==> config.mk <==
export PLATFORM = sky130hd
export DESIGN_NAME = ps2_receiver_flat
export DESIGN_NICKNAME = d
export VERILOG_FILES = /design/src/rtl/ps2_pkg.sv /design/src/rtl/ps2_receiver_if.sv /design/src/rtl/ps2_sync_filter.sv /design/src/rtl/ps2_receiver.sv /design/src/flat_wrapper.sv
export SDC_FILE = /design/constraint.sdc
export NUM_CORES = 1
export LEC_CHECK = 0
export ABC_AREA = 1
export CAP_MARGIN = 20
export CORE_UTILIZATION = 40
export DETAILED_ROUTE_END_ITERATION = 8
export MAX_ROUTING_LAYER = met4
export SYNTH_ARGS = -nofsm -noshare
export SYNTH_HDL_FRONTEND = slang
export SYNTH_SLANG_ARGS = --single-unit
export TNS_END_PERCENT = 30
==> constraint.sdc <==
create_clock -name clk -period 1.9 [get_ports clk]
set_input_delay 0.38 -clock clk [delete_from_list [all_inputs] [get_ports clk]]
set_output_delay 0.38 -clock clk [all_outputs]
set_load 0.01 [all_outputs]
==> src/rtl/ps2_pkg.sv <==
// Shared types and constants for the PS/2 device-to-host receiver.
package ps2_pkg;

  typedef enum logic [1:0] {
    StIdle,
    StData,
    StParity,
    StStop
  } ps2State_e;

  localparam logic [7:0] PS2_PREFIX_EXT = 8'hE0;
  localparam logic [7:0] PS2_PREFIX_BRK = 8'hF0;

  localparam logic [7:0] PS2_KEY_LEFT  = 8'h6B;
  localparam logic [7:0] PS2_KEY_RIGHT = 8'h74;
  localparam logic [7:0] PS2_KEY_UP    = 8'h75;
  localparam logic [7:0] PS2_KEY_DOWN  = 8'h72;

endpackage

==> src/rtl/ps2_receiver_if.sv <==
// Decoded scan-code bus from the PS/2 receiver to the game logic.
interface ps2_receiver_if;

  logic [7:0] code;
  logic       code_valid;
  logic       extended;
  logic       is_break;
  logic       parity_err;
  logic       frame_err;
  logic       busy;
  logic       key_left;
  logic       key_right;
  logic       key_up;
  logic       key_down;

  modport master (
    output code, code_valid, extended, is_break, parity_err, frame_err, busy,
           key_left, key_right, key_up, key_down
  );

  modport slave (
    input code, code_valid, extended, is_break, parity_err, frame_err, busy,
          key_left, key_right, key_up, key_down
  );

endinterface

==> src/rtl/ps2_sync_filter.sv <==
// 2-FF synchronisers on the PS/2 pins plus a run-length deglitch filter on the clock,
// producing a one-cycle pulse on each filtered falling edge.
module ps2_sync_filter #(
  parameter int unsigned FILTER_LEN = 8
) (
  input  logic clk,
  input  logic reset,
  input  logic ps2_clk,
  input  logic ps2_data,
  output logic fall,
  output logic dataSync
);

  localparam int unsigned CW = $clog2(FILTER_LEN + 1);

  logic [1:0]    clkSync;
  logic [1:0]    datSync;
  logic          filtClk;
  logic [CW-1:0] runCnt;

  always_ff @(posedge clk or negedge reset) begin
    if (!reset) begin
      clkSync <= 2'b11;
      datSync <= 2'b11;
      filtClk <= 1'b1;
      runCnt  <= '0;
      fall    <= 1'b0;
    end else begin
      clkSync <= {clkSync[0], ps2_clk};
      datSync <= {datSync[0], ps2_data};
      fall    <= 1'b0;
      // runCnt counts consecutive samples that disagree with the filtered level.
      if (clkSync[1] == filtClk) begin
        runCnt <= '0;
      end else if (runCnt == CW'(FILTER_LEN - 1)) begin
        filtClk <= clkSync[1];
        runCnt  <= '0;
        fall    <= filtClk;
      end else begin
        runCnt <= runCnt + CW'(1);
      end
    end
  end

  assign dataSync = datSync[1];

endmodule

==> src/rtl/ps2_receiver.sv <==
// PS/2 device-to-host receiver: deframes 11-bit frames and folds E0/F0 prefixes into flags.
// Optional held arrow-key state is built when PS2_KEYSTATE_EN is defined.
module ps2_receiver
  import ps2_pkg::*;
#(
  parameter int unsigned FILTER_LEN     = 8,
  parameter int unsigned TIMEOUT_CYCLES = 200000
) (
  input  logic           clk,
  input  logic           reset,
  input  logic           ps2_clk,
  input  logic           ps2_data,
  ps2_receiver_if.master bus
);

  localparam int unsigned TW = $clog2(TIMEOUT_CYCLES + 1);

  logic          fall;
  logic          dataSync;
  ps2State_e     state;
  logic [2:0]    bitCnt;
  logic [7:0]    shiftReg;
  logic          parityBit;
  logic          extPending;
  logic          brkPending;
  logic [TW-1:0] tmoCnt;
  logic [7:0]    codeQ;
  logic          codeValidQ;
  logic          extQ;
  logic          brkQ;
  logic          parErrQ;
  logic          frmErrQ;
`ifdef PS2_KEYSTATE_EN
  logic [3:0]    keyQ;  // {down, up, right, left}
`endif

  ps2_sync_filter #(
    .FILTER_LEN(FILTER_LEN)
  ) u_sync_filter (
    .clk     (clk),
    .reset   (reset),
    .ps2_clk (ps2_clk),
    .ps2_data(ps2_data),
    .fall    (fall),
    .dataSync(dataSync)
  );

  always_ff @(posedge clk or negedge reset) begin
    if (!reset) begin
      state      <= StIdle;
      bitCnt     <= '0;
      shiftReg   <= '0;
      parityBit  <= 1'b0;
      extPending <= 1'b0;
      brkPending <= 1'b0;
      tmoCnt     <= '0;
      codeQ      <= '0;
      codeValidQ <= 1'b0;
      extQ       <= 1'b0;
      brkQ       <= 1'b0;
      parErrQ    <= 1'b0;
      frmErrQ    <= 1'b0;
`ifdef PS2_KEYSTATE_EN
      keyQ       <= '0;
`endif
    end else begin
      codeValidQ <= 1'b0;
      parErrQ    <= 1'b0;
      frmErrQ    <= 1'b0;

      if (fall || state == StIdle) begin
        tmoCnt <= '0;
      end else begin
        tmoCnt <= tmoCnt + TW'(1);
      end

      if (!fall && state != StIdle && tmoCnt == TW'(TIMEOUT_CYCLES - 1)) begin
        state      <= StIdle;
        frmErrQ    <= 1'b1;
        extPending <= 1'b0;
        brkPending <= 1'b0;
`ifdef PS2_KEYSTATE_EN
        keyQ       <= '0;
`endif
      end else if (fall) begin
        case (state)
          StIdle: begin
            // A high start bit is line noise; ignore it.
            if (!dataSync) begin
              state  <= StData;
              bitCnt <= '0;
            end
          end
          StData: begin
            shiftReg <= {dataSync, shiftReg[7:1]};
            bitCnt   <= bitCnt + 3'd1;
            if (bitCnt == 3'd7) begin
              state <= StParity;
            end
          end
          StParity: begin
            parityBit <= dataSync;
            state     <= StStop;
          end
          StStop: begin
            state <= StIdle;
            if (!dataSync) begin
              frmErrQ    <= 1'b1;
              extPending <= 1'b0;
              brkPending <= 1'b0;
            end else if (((^shiftReg) ^ parityBit) != 1'b1) begin
              parErrQ    <= 1'b1;
              extPending <= 1'b0;
              brkPending <= 1'b0;
            end else if (shiftReg == PS2_PREFIX_EXT) begin
              extPending <= 1'b1;
            end else if (shiftReg == PS2_PREFIX_BRK) begin
              brkPending <= 1'b1;
            end else begin
              codeQ      <= shiftReg;
              extQ       <= extPending;
              brkQ       <= brkPending;
              codeValidQ <= 1'b1;
              extPending <= 1'b0;
              brkPending <= 1'b0;
`ifdef PS2_KEYSTATE_EN
              if (extPending) begin
                case (shiftReg)
                  PS2_KEY_LEFT:  keyQ[0] <= ~brkPending;
                  PS2_KEY_RIGHT: keyQ[1] <= ~brkPending;
                  PS2_KEY_UP:    keyQ[2] <= ~brkPending;
                  PS2_KEY_DOWN:  keyQ[3] <= ~brkPending;
                  default: ;
                endcase
              end
`endif
            end
          end
          default: state <= StIdle;
        endcase
      end
    end
  end

  assign bus.code       = codeQ;
  assign bus.code_valid = codeValidQ;
  assign bus.extended   = extQ;
  assign bus.is_break   = brkQ;
  assign bus.parity_err = parErrQ;
  assign bus.frame_err  = frmErrQ;
  assign bus.busy       = (state != StIdle);

`ifdef PS2_KEYSTATE_EN
  assign bus.key_left  = keyQ[0];
  assign bus.key_right = keyQ[1];
  assign bus.key_up    = keyQ[2];
  assign bus.key_down  = keyQ[3];
`else
  assign bus.key_left  = 1'b0;
  assign bus.key_right = 1'b0;
  assign bus.key_up    = 1'b0;
  assign bus.key_down  = 1'b0;
`endif

endmodule

==> src/flat_wrapper.sv <==
// flat-port wrapper written by rule: the top's interface ports become plain ports
module ps2_receiver_flat import ps2_pkg::*;
#(
  parameter int unsigned FILTER_LEN     = 8,
  parameter int unsigned TIMEOUT_CYCLES = 200000
)
  (clk, reset, ps2_clk, ps2_data, bus_code, bus_code_valid, bus_extended, bus_is_break, bus_parity_err, bus_frame_err, bus_busy, bus_key_left, bus_key_right, bus_key_up, bus_key_down);
  ps2_receiver_if bus_i ();
  input  logic clk;
  input  logic reset;
  input  logic ps2_clk;
  input  logic ps2_data;
  output wire logic [$bits(bus_i.code)-1:0] bus_code;
  output wire logic [$bits(bus_i.code_valid)-1:0] bus_code_valid;
  output wire logic [$bits(bus_i.extended)-1:0] bus_extended;
  output wire logic [$bits(bus_i.is_break)-1:0] bus_is_break;
  output wire logic [$bits(bus_i.parity_err)-1:0] bus_parity_err;
  output wire logic [$bits(bus_i.frame_err)-1:0] bus_frame_err;
  output wire logic [$bits(bus_i.busy)-1:0] bus_busy;
  output wire logic [$bits(bus_i.key_left)-1:0] bus_key_left;
  output wire logic [$bits(bus_i.key_right)-1:0] bus_key_right;
  output wire logic [$bits(bus_i.key_up)-1:0] bus_key_up;
  output wire logic [$bits(bus_i.key_down)-1:0] bus_key_down;
  assign bus_code = bus_i.code;
  assign bus_code_valid = bus_i.code_valid;
  assign bus_extended = bus_i.extended;
  assign bus_is_break = bus_i.is_break;
  assign bus_parity_err = bus_i.parity_err;
  assign bus_frame_err = bus_i.frame_err;
  assign bus_busy = bus_i.busy;
  assign bus_key_left = bus_i.key_left;
  assign bus_key_right = bus_i.key_right;
  assign bus_key_up = bus_i.key_up;
  assign bus_key_down = bus_i.key_down;
  ps2_receiver #(.FILTER_LEN(FILTER_LEN), .TIMEOUT_CYCLES(TIMEOUT_CYCLES)) u_core (.clk(clk), .reset(reset), .ps2_clk(ps2_clk), .ps2_data(ps2_data), .bus(bus_i));
endmodule
# Word-level counts from Yosys, hierarchy flattened
# Cells that the tools add are included.
[word_totals]
latchBits = 0
input_bits = 4
register_bits = 57
romBits = 0
output_inout_bits = 18
memories = 0
ramBits = 0
[op_classes]
n_eq_ne = 14
reduce_logical = 18
mux = 42
addsub = 3
shifts = 0
n_bitwise = 5
magnitude_cmp = 0
div = 0
mul = 0
[ops]
columns = ["op", "count"]
rows = [
  ["two-way mux 1 bit", 32],
  ["adder 18 x 1 -> 18 bit, second input constant", 1],
  ["== test 18 bit, second input constant", 1],
  ["two-way mux 18 bit", 1],
  ["== test 8 bit, second input constant", 2],
  ["AND reduction 3 bit", 5],
  ["two-way mux 2 bit", 4],
  ["two-way mux 4 bit", 2],
  ["case mux 2 bit (4 select lines)", 1],
  ["nonzero test 2 bit", 4],
  ["XOR reduction 8 bit", 1],
  ["AND reduction 7 bit", 1],
  ["case mux 3 bit (2 select lines)", 1],
  ["inequality test 5 x 4 -> 1 bit, second input constant", 1],
  ["adder 4 x 1 -> 4 bit, second input constant", 1],
  ["== test 2 bit, second input constant", 2],
  ["== test 4 x 3 -> 1 bit, second input constant", 1],
  ["inequality test 4 x 3 -> 1 bit, second input constant", 1],
  ["inverter 1 bit", 4],
  ["AND reduction 4 bit", 1],
  ["adder 3 x 1 -> 3 bit, second input constant", 1],
  ["== test 3 bit, second input constant", 1],
  ["two-way mux 3 bit", 1],
  ["inequality test 3 x 1 -> 1 bit, second input constant", 1],
  ["10 further kinds", 11],
]

# Depth between registers and ports, before layout
[logic_depth]
word_depth = 8
ltp_mapped = 14

# Cells and area by module
# From an unflattened synthesis, not the netlist that was laid out.
[unflattened]
hier_cells = 335
area_unflattened_um2 = 2877.8
[by_module_without_submodules]
columns = ["mod", "n_inst", "cells_per_inst", "area_each_um2", "seq_area_each_um2"]
rows = [
  ["ps2_receiver", 1, 302, 2514.9, 1176.1],
  ["ps2_sync_filter", 1, 33, 362.8, 256.5],
]

# Least setup slack after synthesis
# OpenSTA, ideal clock, no wires.
[synth_timing]
path_type = "reg-to-reg"
startpoint = "register u_core.shiftReg[4]"
endpoint = "register u_core.extQ (netlist: u_core.bus.extended)"
setup_slack_ps = 312
path_buffers = 1
arrival_time_ps = 1472
synth_period_minus_slack_ps = 1588
t_required_ps = 1784
path_stages_with_launch = 15
path_cell_list = "dfrtp_1 -> inv_1 -> ha_1 -> inv_1 -> nand2_1 -> nand2_1 -> nand2_1 -> nand2_1 -> nand2_1 -> nand2_1 -> inv_2 -> nand2_4 -> buf_6 -> nand2_1 -> nand2_1"
[synth_between]
elab_chain_len = 3
word_cells_on_any_way = 7
[synth_lines]
columns = ["element", "line", "text"]
rows = [
  ["start, declared", "ps2_receiver.sv:22", "logic [7:0] shiftReg;"],
  ["start signal, assigned", "ps2_receiver.sv:95", "shiftReg <= {dataSync, shiftReg[7:1]};"],
  ["XOR reduction 8 bit (tied with other cells)", "ps2_receiver.sv:111", "end else if (((^shiftReg) ^ parityBit) != 1'b1) begin"],
  ["bitwise XOR 1 bit / inverter 1 bit (equally long branches)", "-", ""],
  ["AND reduction 7 bit (no source line) *", "-", ""],
  ["end signal, assigned", "ps2_receiver.sv:121", "extQ <= extPending;"],
  ["end, declared", "ps2_receiver.sv:29", "logic extQ;"],
]
# Every way passes the cells marked *; elsewhere a longest branch is shown, timed or not.
# A chain may end at the register's enable or synchronous reset.

# Final worst setup path
[layout_timing]
startpoint = "register u_core.shiftReg[4]"
endpoint = "register u_core.codeQ[2] (netlist: u_core.bus.code[2])"
[layout_between]
elab_chain_len = 3
word_cells_on_any_way = 7
[layout_lines]
columns = ["element", "line", "text"]
rows = [
  ["XOR reduction 8 bit (tied with other cells)", "ps2_receiver.sv:111", ""],
  ["bitwise XOR 1 bit / inverter 1 bit (equally long branches)", "-", ""],
  ["AND reduction 7 bit (no source line) *", "-", ""],
  ["end signal, assigned", "ps2_receiver.sv:120", "codeQ <= shiftReg;"],
  ["end, declared", "ps2_receiver.sv:27", "logic [7:0] codeQ;"],
]
# Marks and branches as above.

==> run_results.csv <==
group,metric,value,unit
power_and_ir_drop,power.leakage,1.55,nW
worst_setup_path,cp-start-kind,"register",
floorplanning,rows,30,
placement,io_buffers,17,
timing,hold_ws,38.9,ps
clock_tree,clockBufferDepth,2,
drt,finalWirelength,5.18,mm
floorplanning,die_height,86.5,um
final_layout,diodes,0,
clock_tree,insertion_delay,340,ps
yosys,synth.distinct_cells,31,
placement,placed_cells,440,
yosys,yosys.area_share.xor_xnor,1.53,%
final_layout,final_core_util,49.2,%
power_and_ir_drop,powerDensity,735,mW/mm2
run_status,status,"finished, final reports clean",
power_and_ir_drop,intPower,1.89,mW
yosys,synthAdderAreaFrac,5.70,%
timing,drv_slew,0,
yosys,synth-seq-area-share,50.2,%
yosys,postSynthCellCount,329,
drt,wl_per_cell,11.3,um
grt,track_usage,16.1,%
yosys,synth_top_cell_area_share,45.6,%
final_layout,drive_gt1_share,16.0,%
power_and_ir_drop,switchingPower,0.582,mW
yosys,avgSynthCellArea,8.68,um2
yosys,synth_simple_gate_area_share,25.1,%
drt,drtAntennaViolNets,0,
yosys,synth_mux_area_share,0,%
power_and_ir_drop,clkPwrFrac,42.2,%
worst_setup_path,worstSetupEndpointType,"register",
power_and_ir_drop,p_sw_share,23.5,%
clock_tree,cts_hold_buf,0,
clock_tree,cts.clk_slew.worst_paths,70,ps
grt,grt_pass1_wl,8.96,mm
final_layout,fin_cells,459,
yosys,yosysTopAreaCell,"dfrtp_1",
drt,dr_total_vias,2109,
worst_setup_path,critPathMaxFanout,19,
timing,fin_skew,10.6,ps
floorplanning,pin_count,22,
final_layout,area_growth,17.7,%
floorplanning,dieWidth,86.5,um
yosys,synth_area_leaders,"dfrtp_1 (46%), nand2_1 (9.7%), inv_1 (6.0%)",
final_layout,nets,375,
placement,routabilityCongestion,0.813,
timing,hold_violations,0,
clock_tree,cts_tree,"built",
hold_path,min_path_type,"in -> async",
drt,drt_iter0_drc,103,
grt,grt-ovfl-total,0,
grt,grt_pass1_vias,2021,
power_and_ir_drop,ir_drop,0.000296,V
floorplanning,start_util,41.8,%
clock_tree,cts.htree.levels,3,
timing,setup_viol,0,
floorplanning,coreArea,0.00683,mm2
timing,post-route-period-util,88.8,%
drt,drc,0,
yosys,synth_top_family_by_area,"simple AND/OR/NAND/NOR gates",
flow_run,cap_violations,0,
placement,dp_hpwl,3.61,mm
drt,via_per_inst,4.59,
grt,grt_start_max_net_pins,58,
yosys,yosys_warnings,0,
power_and_ir_drop,seqPwrFrac,52.4,%
yosys,synth_compound_gate_area_share,8.94,%
yosys,ys_ff_latch,57,
timing,fin_crit,1690,ps
timing,rsz0062_at_grt,"false",
clock_tree,clock-sinks,57,
timing,tns,0,ps
drt,drtPass1Iterations,4,
floorplanning,die_area,0.00748,mm2
yosys,synth_area,0.00286,mm2
worst_setup_path,arrival,1920,ps
power_and_ir_drop,p_comb_share,5.4,%
timing,fmax,0.593,GHz
worst_setup_path,path_class,"reg -> reg",
worst_setup_path,required,2130,ps
clock_tree,root_buffer,"clkbuf_8",
clock_tree,numCtsBuffers,9,
grt,antenna_found_initial,0,
## final timing paths
| kind | slack, ps | startpoint | endpoint | cells after the start |
|---|---|---|---|---|
| hold reg to reg | 360 | u_core.u_sync_filter.datSync[0] | u_core.u_sync_filter.datSync[1] | 0 |
| max in group asynchronous | 1570 | reset | u_core.u_sync_filter.filtClk | 2 |
| hold / removal | 40 | reset | u_core.tmoCnt[3] | 2 |
| min in group clk | 360 | u_core.u_sync_filter.datSync[0] | u_core.u_sync_filter.datSync[1] | 0 |
| setup reg to reg | 210 | u_core.shiftReg[4] | u_core.bus.code[2] | 12 |
| setup / recovery | 210 | u_core.shiftReg[4] | u_core.bus.code[2] | 12 |
## cell usage in the layout, fill, tap and decap left out
| cell type | n |
|---|---|
| a211oi_1 | 1 |
| clkbuf_8 | 12 |
| xnor2_1 | 2 |
| dlymetal6s2s_1 | 1 |
| ha_4 | 1 |
| nor3_1 | 10 |
| xor2_1 | 3 |
| clkinv_2 | 3 |
| ha_1 | 12 |
| nor3_2 | 2 |
| dfrtp_1 | 52 |
| buf_2 | 1 |
| nor4_1 | 1 |
| nor2_1 | 28 |
| nor2_2 | 3 |
| o21ai_2 | 9 |
| dfstp_2 | 5 |
| nand4_1 | 1 |
| conb_1 | 4 |
| nor2_8 | 1 |
| nand3b_1 | 1 |
| a21oi_1 | 11 |
| clkdlybuf4s50_1 | 15 |
| nand3_1 | 21 |
| inv_1 | 45 |
| o21ai_0 | 17 |
| nand2_1 | 74 |
| nor2_4 | 4 |
| o21ai_1 | 1 |
| nand2_2 | 7 |
| a2bb2oi_1 | 1 |
| buf_4 | 5 |
| a31oi_1 | 3 |
| inv_2 | 3 |
| clkbuf_1 | 1 |
| nand2_8 | 1 |
| buf_12 | 1 |
## worst max-delay path, cell delays in order (launching register included)
cell     delay, ps
dfrtp_1        370
inv_1           90
ha_1           310
inv_1           60
nand2_1         60
nand3_1         90
nand2_1         60
nand2_1         50
nand2_1         70
inv_2          130
nand2_8        130
nand2_1        110
o21ai_2         60
## final cells by class
class / instances / area (um2)
inverters: 48 / 180
multi-input cells: 219 / 1220
repair buffers: 23 / 225
clock inverters: 3 / 15.0
well taps: 96 / 120
clock buffers: 13 / 169
fillers: 671 / 3470
flip-flops and latches: 57 / 1430
## synthesized netlist by cell type
cell	number
buf_6	2
a2bb2oi_1	1
nor2_2	3
nor4_1	1
conb_1	1
dfstp_2	5
nor2_4	4
o21ai_1	2
a31oi_1	3
nor3_2	2
buf_4	4
nor3_1	10
a211oi_1	1
nand2_1	74
inv_2	2
xnor2_1	2
o21ai_0	17
nand2_2	7
nand3b_1	1
nand3_1	21
clkbuf_1	2
o21ai_2	8
xor2_1	3
dfrtp_1	52
a21oi_1	11
nor2_8	1
inv_1	46
nor2_1	28
ha_1	13
nand2_4	1
nand4_1	1
## flip-flops by register name, summed over array words and instances (netlist names)
| register | count |
|---|---|
| u_core.tmoCnt | 18 |
| u_core.bus.code | 8 |
| u_core.shiftReg | 8 |
| u_core.u_sync_filter.runCnt | 4 |
| u_core.bitCnt | 3 |
| u_core.state | 2 |
| u_core.u_sync_filter.clkSync | 2 |
| u_core.u_sync_filter.datSync | 2 |
| u_core.brkPending | 1 |
| u_core.bus.code_valid | 1 |
| u_core.bus.extended | 1 |
| u_core.bus.frame_err | 1 |
| u_core.bus.is_break | 1 |
| u_core.bus.parity_err | 1 |
| u_core.extPending | 1 |
| u_core.parityBit | 1 |
| u_core.u_sync_filter.fall | 1 |
| u_core.u_sync_filter.filtClk | 1 |
## power groups by stage
stage	Clock (mW)	Combinational (mW)	Sequential, mW
6_report	1.04	0.134	1.29
5_1_grt	1.12	0.157	1.30
4_1_cts	1.07	0.138	1.29
3_5_place_dp	0	0.137	1.31
3_3_place_gp	0	0.132	1.31
2_1_floorplan	0	0.0892	1.31
## cell families (layout without fill, tap and decap cells)
logic type      count (synthesis)  in the layout
xor+xnor                        5              5
simple gates                  154            154
buf+inv                        56             87
other cells                     1              4
flops                          57             57
fa+ha+maj                      13             13
compound gates                 43             43
## metal layers
layer | wire, um | global-route usage (%)
met1 | 2630 | 20.6
met2 | 2310 | 24.7
met3 | 136 | 3.14
met4 | 106 | 7.73
met5 | 0 | -
## through the flow
stage,power (mW),instance area (um2),setup WS (ps)
final,2.47,3360,214
after global routing,2.58,3360,21.0
after CTS,2.50,3350,13.2
after detailed placement,1.45,3130,115
after global placement,1.45,3130,152
after floorplan,1.40,2870,312
## repair_timing
item,in CTS,in global routing
resized for setup,2,4
setup endpoints to repair,1,8
buffers inserted,3,0
pin swaps,1,0
(Power assumes the default switching activity.)
